File: config.mk
export PLATFORM = sky130hd
export DESIGN_NAME = frame_update_scheduler
export DESIGN_NICKNAME = d
export VERILOG_FILES = /design/src/rtl/frame_update_scheduler.sv
export SDC_FILE = /design/constraint.sdc
export NUM_CORES = 1
export LEC_CHECK = 0
export ABC_CLOCK_PERIOD_IN_PS = 3250
export CAP_MARGIN = 20
export CORE_ASPECT_RATIO = 0.75
export CORE_MARGIN = 4
export CORE_UTILIZATION = 54
export CTS_BUF_LIST = sky130_fd_sc_hd__clkbuf_4 sky130_fd_sc_hd__clkbuf_8
export DETAILED_ROUTE_END_ITERATION = 12
export PLACE_DENSITY = 0.89
export SYNTH_ARGS = -nofsm -noshare
export SYNTH_HDL_FRONTEND = slang
export SYNTH_SLANG_ARGS = --single-unit
File: constraint.sdc
create_clock -name clk -period 3.25 [get_ports clk]
set_input_delay 0.65 -clock clk [delete_from_list [all_inputs] [get_ports clk]]
set_output_delay 0.65 -clock clk [all_outputs]
set_load 0.005 [all_outputs]
File: src/rtl/frame_update_scheduler.sv
// Per-frame update sequencer: each accepted frame_tick runs one start/done pass over NUM_STAGES units.
// Optional per-stage watchdog is compiled in with `define STAGE_TIMEOUT_EN.
module frame_update_scheduler #(
  parameter int unsigned NUM_STAGES = 4,
  parameter int unsigned TIMEOUT    = 1024,
  parameter int unsigned FCNT_W     = 16
) (
  input  logic                          clk,
  input  logic                          rst,
  input  logic                          frame_tick,
  input  logic                          enable,
  input  logic [NUM_STAGES-1:0]         stage_done,
  input  logic                          clear_status,
  output logic [NUM_STAGES-1:0]         stage_start,
  output logic [$clog2(NUM_STAGES)-1:0] cur_stage,
  output logic                          busy,
  output logic [FCNT_W-1:0]             frame_count,
  output logic                          overrun,
  output logic [7:0]                    overrun_count,
  output logic                          timeout_err
);

  localparam int unsigned   SW   = $clog2(NUM_STAGES);
  localparam int unsigned   OCW  = 8;
  localparam logic [SW-1:0] LAST = SW'(NUM_STAGES - 1);

  // Elaboration-time guard on the supported configuration range.
  if (NUM_STAGES < 2 || NUM_STAGES > 8 || TIMEOUT < 2) begin : g_param_check
    $error("frame_update_scheduler: NUM_STAGES must be 2..8 and TIMEOUT >= 2");
  end

  typedef enum logic [1:0] {
    S_IDLE  = 2'd0,
    S_START = 2'd1,
    S_WAIT  = 2'd2
  } state_t;

  state_t                r_state, w_state_nxt;
  logic [SW-1:0]         r_cur,   w_cur_nxt;
  logic [NUM_STAGES-1:0] r_start, w_start_nxt;
  logic                  r_busy,  w_busy_nxt;
  logic [FCNT_W-1:0]     r_fcnt,  w_fcnt_nxt;
  logic                  r_ovr,   w_ovr_nxt;
  logic [OCW-1:0]        r_ocnt,  w_ocnt_nxt;
  logic                  w_done_cur;
  logic                  w_tmo_hit;
  logic                  w_advance;

  assign w_done_cur = stage_done[r_cur];

`ifdef STAGE_TIMEOUT_EN
  localparam int unsigned    WDW     = $clog2(TIMEOUT);
  localparam logic [WDW-1:0] WD_LAST = WDW'(TIMEOUT - 1);

  logic [WDW-1:0] r_wdog;
  logic           r_tmo;

  // A done on the limit edge wins, so the timeout only fires without it.
  assign w_tmo_hit = (r_state == S_WAIT) && (r_wdog == WD_LAST) && !w_done_cur;

  always_ff @(posedge clk or posedge rst) begin
    if (rst) begin
      r_wdog <= '0;
      r_tmo  <= 1'b0;
    end else begin
      r_wdog <= (r_state == S_WAIT) ? r_wdog + WDW'(1) : '0;
      if (w_tmo_hit) begin
        r_tmo <= 1'b1;
      end else if (clear_status) begin
        r_tmo <= 1'b0;
      end
    end
  end

  assign timeout_err = r_tmo;
`else
  assign w_tmo_hit   = 1'b0;
  assign timeout_err = 1'b0;
`endif

  assign w_advance = w_done_cur | w_tmo_hit;

  // Next-state, pass bookkeeping and overrun status.
  always_comb begin
    w_state_nxt = r_state;
    w_cur_nxt   = r_cur;
    w_fcnt_nxt  = r_fcnt;
    w_ovr_nxt   = r_ovr;
    w_ocnt_nxt  = r_ocnt;
    w_busy_nxt  = 1'b0;
    w_start_nxt = '0;

    case (r_state)
      S_IDLE: begin
        if (frame_tick && enable) begin
          w_state_nxt = S_START;
          w_cur_nxt   = '0;
        end
      end
      S_START: begin
        w_state_nxt = S_WAIT;
      end
      S_WAIT: begin
        if (w_advance) begin
          if (r_cur == LAST) begin
            w_state_nxt = S_IDLE;
            w_fcnt_nxt  = r_fcnt + FCNT_W'(1);
          end else begin
            w_state_nxt = S_START;
            w_cur_nxt   = r_cur + SW'(1);
          end
        end
      end
      default: begin
        w_state_nxt = S_IDLE;
      end
    endcase

    // A dropped tick beats a simultaneous clear.
    if ((r_state != S_IDLE) && frame_tick) begin
      w_ovr_nxt = 1'b1;
      if (clear_status) begin
        w_ocnt_nxt = OCW'(1);
      end else if (r_ocnt != '1) begin
        w_ocnt_nxt = r_ocnt + OCW'(1);
      end
    end else if (clear_status) begin
      w_ovr_nxt  = 1'b0;
      w_ocnt_nxt = '0;
    end

    w_busy_nxt = (w_state_nxt != S_IDLE);
    if (w_state_nxt == S_START) begin
      w_start_nxt = NUM_STAGES'(1) << w_cur_nxt;
    end
  end

  always_ff @(posedge clk or posedge rst) begin
    if (rst) begin
      r_state <= S_IDLE;
      r_cur   <= '0;
      r_start <= '0;
      r_busy  <= 1'b0;
      r_fcnt  <= '0;
      r_ovr   <= 1'b0;
      r_ocnt  <= '0;
    end else begin
      r_state <= w_state_nxt;
      r_cur   <= w_cur_nxt;
      r_start <= w_start_nxt;
      r_busy  <= w_busy_nxt;
      r_fcnt  <= w_fcnt_nxt;
      r_ovr   <= w_ovr_nxt;
      r_ocnt  <= w_ocnt_nxt;
    end
  end

  assign stage_start   = r_start;
  assign cur_stage     = r_cur;
  assign busy          = r_busy;
  assign frame_count   = r_fcnt;
  assign overrun       = r_ovr;
  assign overrun_count = r_ocnt;

endmodule

==> results.json <==
{
  "status": "finished, final reports clean",
  "path_max_fanout": 9,
  "crit_required_ns": 2.60,
  "fin_setup_tns_ns": 0,
  "avgSynthCellArea_um2": 10.9,
  "worst_slack_ns": 1.26,
  "path_buf_inv": 1,
  "post_drt_wl_per_cell_um": 14.6,
  "cpPeakStageDelay_ns": 0.56,
  "die_y_um": 55.8,
  "cts_buffer_depth": 2,
  "synth_edf_count": 0,
  "grt_pass1_wl_um": 6000,
  "crit_family": "buffers and inverters",
  "hold_depth": 1,
  "dp_slack_ns": 1.17,
  "area_growth_pct": 32.1,
  "h-tree-depth": 2,
  "postCtsHoldBufs": 0,
  "grt_pass1_vias": 1267,
  "rsz0062_at_grt": "no",
  "rr_worst_depth": 3,
  "antenna_found_initial": 0,
  "period_minus_slack_ns": 1.99,
  "synthCells": 151,
  "syn_nets": 162,
  "ctsResizeCount": 0,
  "synth_cell_types": 41,
  "grt_use_total_pct": 19.3,
  "clk_pin_slew_ns": 0.06,
  "post-cts-setup-buffers": 0,
  "syn-cell-area_um2": 1640,
  "port_buffers": 40,
  "synth_ff_type": "dfrtp_1",
  "min_path_type": "flop to flop",
  "drv_cap": 0,
  "clock_skew_ns": 0.00824,
  "row_count": 17,
  "start_util_pct": 55.9,
  "place_congestion": 0.828,
  "setup_viol": 0,
  "cp.depth": 1,
  "finalNetCount": 205,
  "synth_seq_cells": 34,
  "dpl.cell_count": 225,
  "cts_buffers": 5,
  "firstDrtPassIters": 4,
  "p_leak_nw": 0.995,
  "critPathLaunchType": "flop",
  "cts_root_buf": "clkbuf_8",
  "drv_slew": 0,
  "clkLatencyLatePin_ns": 0.29,
  "dp_hpwl_um": 2460,
  "period_share_pct": 61.4,
  "die-area_um2": 4000,
  "clock-sinks": 34,
  "r2r_slack_ns": 1.67,
  "fmax_mhz": 501,
  "pwr_density_cell_nw_per_um2": 517,
  "peakVddDrop_uv": 354,
  "synth_area_leaders": "dfrtp_1 (52%), xnor2_1 (4.3%), xor2_1 (3.7%)",
  "vias": 1298,
  "grt_max_degree": 35,
  "fp.coreArea_um2": 2940,
  "die_w_um": 71.7,
  "drive_gt1_share_pct": 9.23,
  "critPathKind": "flop to output port",
  "yosys.area.top_type_share_pct": 51.8,
  "vias_per_cell": 5.57,
  "fin_util_pct": 73.9,
  "finalNonFillerCells": 233,
  "wirelength_um": 3400,
  "drt_iter0_markers": 64,
  "ios": 42,
  "cp.arrival_ns": 1.34,
  "synth_warnings": 0,
  "postRouteAntennaNets": 0,
  "synthArstFlopShare_pct": 100,
  "cts_tree": "built",
  "yosysTopAreaCell": "dfrtp_1",
  "endpoint_kind": "output port",
  "cp_cell_sequence": "clkdlybuf4s50_1",
  "grt.overflow.total": 0,
  "drc": 0,
  "hold_viol_final": 0,
  "diodes": 0,
  "cp_slowest_cell": "clkdlybuf4s50_1",
  "synth_seq_area_share_pct": 51.8
}
## worst reg2reg max path, cell delays in order (launching register included)
cell and delay [ns]:
dfrtp_1 0.46, nand2b_1 0.35, nor2_2 0.30, mux2_2 0.36
## kinds of logic after synthesis
logic type      count (synthesis)  synth area share [%]
buf+inv                        10                  3.51
other cells                     1                 0.228
compound gates                 23                  9.15
simple gates                   62                  23.2
xor+xnor                       15                  8.00
mux                             4                  2.59
fa+ha+maj                       2                  1.52
flops                          34                  51.8
## layer usage
metal  routed length (um)  track usage [%]  up-vias
met5                    0                0        -
met4                   57             7.51        0
met3                  166             5.42        7
met2                 1610             30.2       32
met1                 1560             25.4      640
li1                     -                -      619
## area by class of cell
class	count	area, um2
multi-input combinational	107	733
fill	205	767
timing repair buffer	41	408
tap	38	47.5
inverter	5	18.8
clock buffer	8	110
sequential	34	851
## flip-flops by register name, indices dropped and copies added (netlist names)
signal	flops
busy	1
cur_stage	2
frame_count	16
overrun	1
overrun_count	8
r_state	2
stage_start	4
## final timing paths
path,from,end
max,cur_stage[1],cur_stage[1]
min,frame_count[15],frame_count[15]
max reg2reg,r_state[0],frame_count[1]
min reg2reg,frame_count[15],frame_count[15]
max in group asynchronous,rst,overrun_count[0]
min in group asynchronous,rst,busy
## synth_stat cells, types with 2 or more instances
master / n
nor3_2: 3
nand2b_1: 2
nand2_1: 9
and3_1: 5
a21oi_1: 8
and4b_1: 2
inv_1: 5
nand4_1: 2
nand3_1: 9
o21ai_0: 4
nor3_1: 7
xor2_1: 7
buf_6: 2
a31oi_1: 2
ha_1: 2
nor2_1: 9
dfrtp_1: 34
mux2i_1: 2
nor2b_1: 3
and3b_1: 2
xnor2_1: 8
and4_1: 5
## power breakdown
group / internal, mW / switching [mW]
clock network: 0.214 / 0.146
logic: 0.131 / 0.103
registers: 0.470 / 0.0584
## stage by stage
step	power, mW	hold WS (ns)	instance area (um2)
3_5_place_dp	0.770	0.458	2060
2_1_floorplan	0.673	0.465	1640
3_3_place_gp	0.762	0.455	2060
4_1_cts	1.13	0.469	2170
5_1_grt	1.19	0.478	2170
6_report	1.12	0.463	2170
## placed cells by master (no fill, tap or decap), types with 2 or more instances in the layout
master / netlist / layout
dfrtp_1: 34 / 34
xnor2_1: 8 / 8
a21oi_1: 8 / 8
and3b_1: 2 / 2
and4_1: 5 / 5
ha_1: 2 / 2
and4b_1: 2 / 2
clkdlybuf4s50_1: 0 / 40
nand2b_1: 2 / 2
nor3_2: 3 / 3
a31oi_1: 2 / 2
o21ai_0: 4 / 4
inv_1: 5 / 5
nor2b_1: 3 / 3
nor2_1: 9 / 9
nand4_1: 2 / 2
mux2i_1: 2 / 2
clkbuf_8: 0 / 8
nand2_1: 9 / 9
and3_1: 5 / 5
nand3_1: 9 / 9
xor2_1: 7 / 7
nor3_1: 7 / 7
Note: power is estimated with default switching activity, not from simulation.
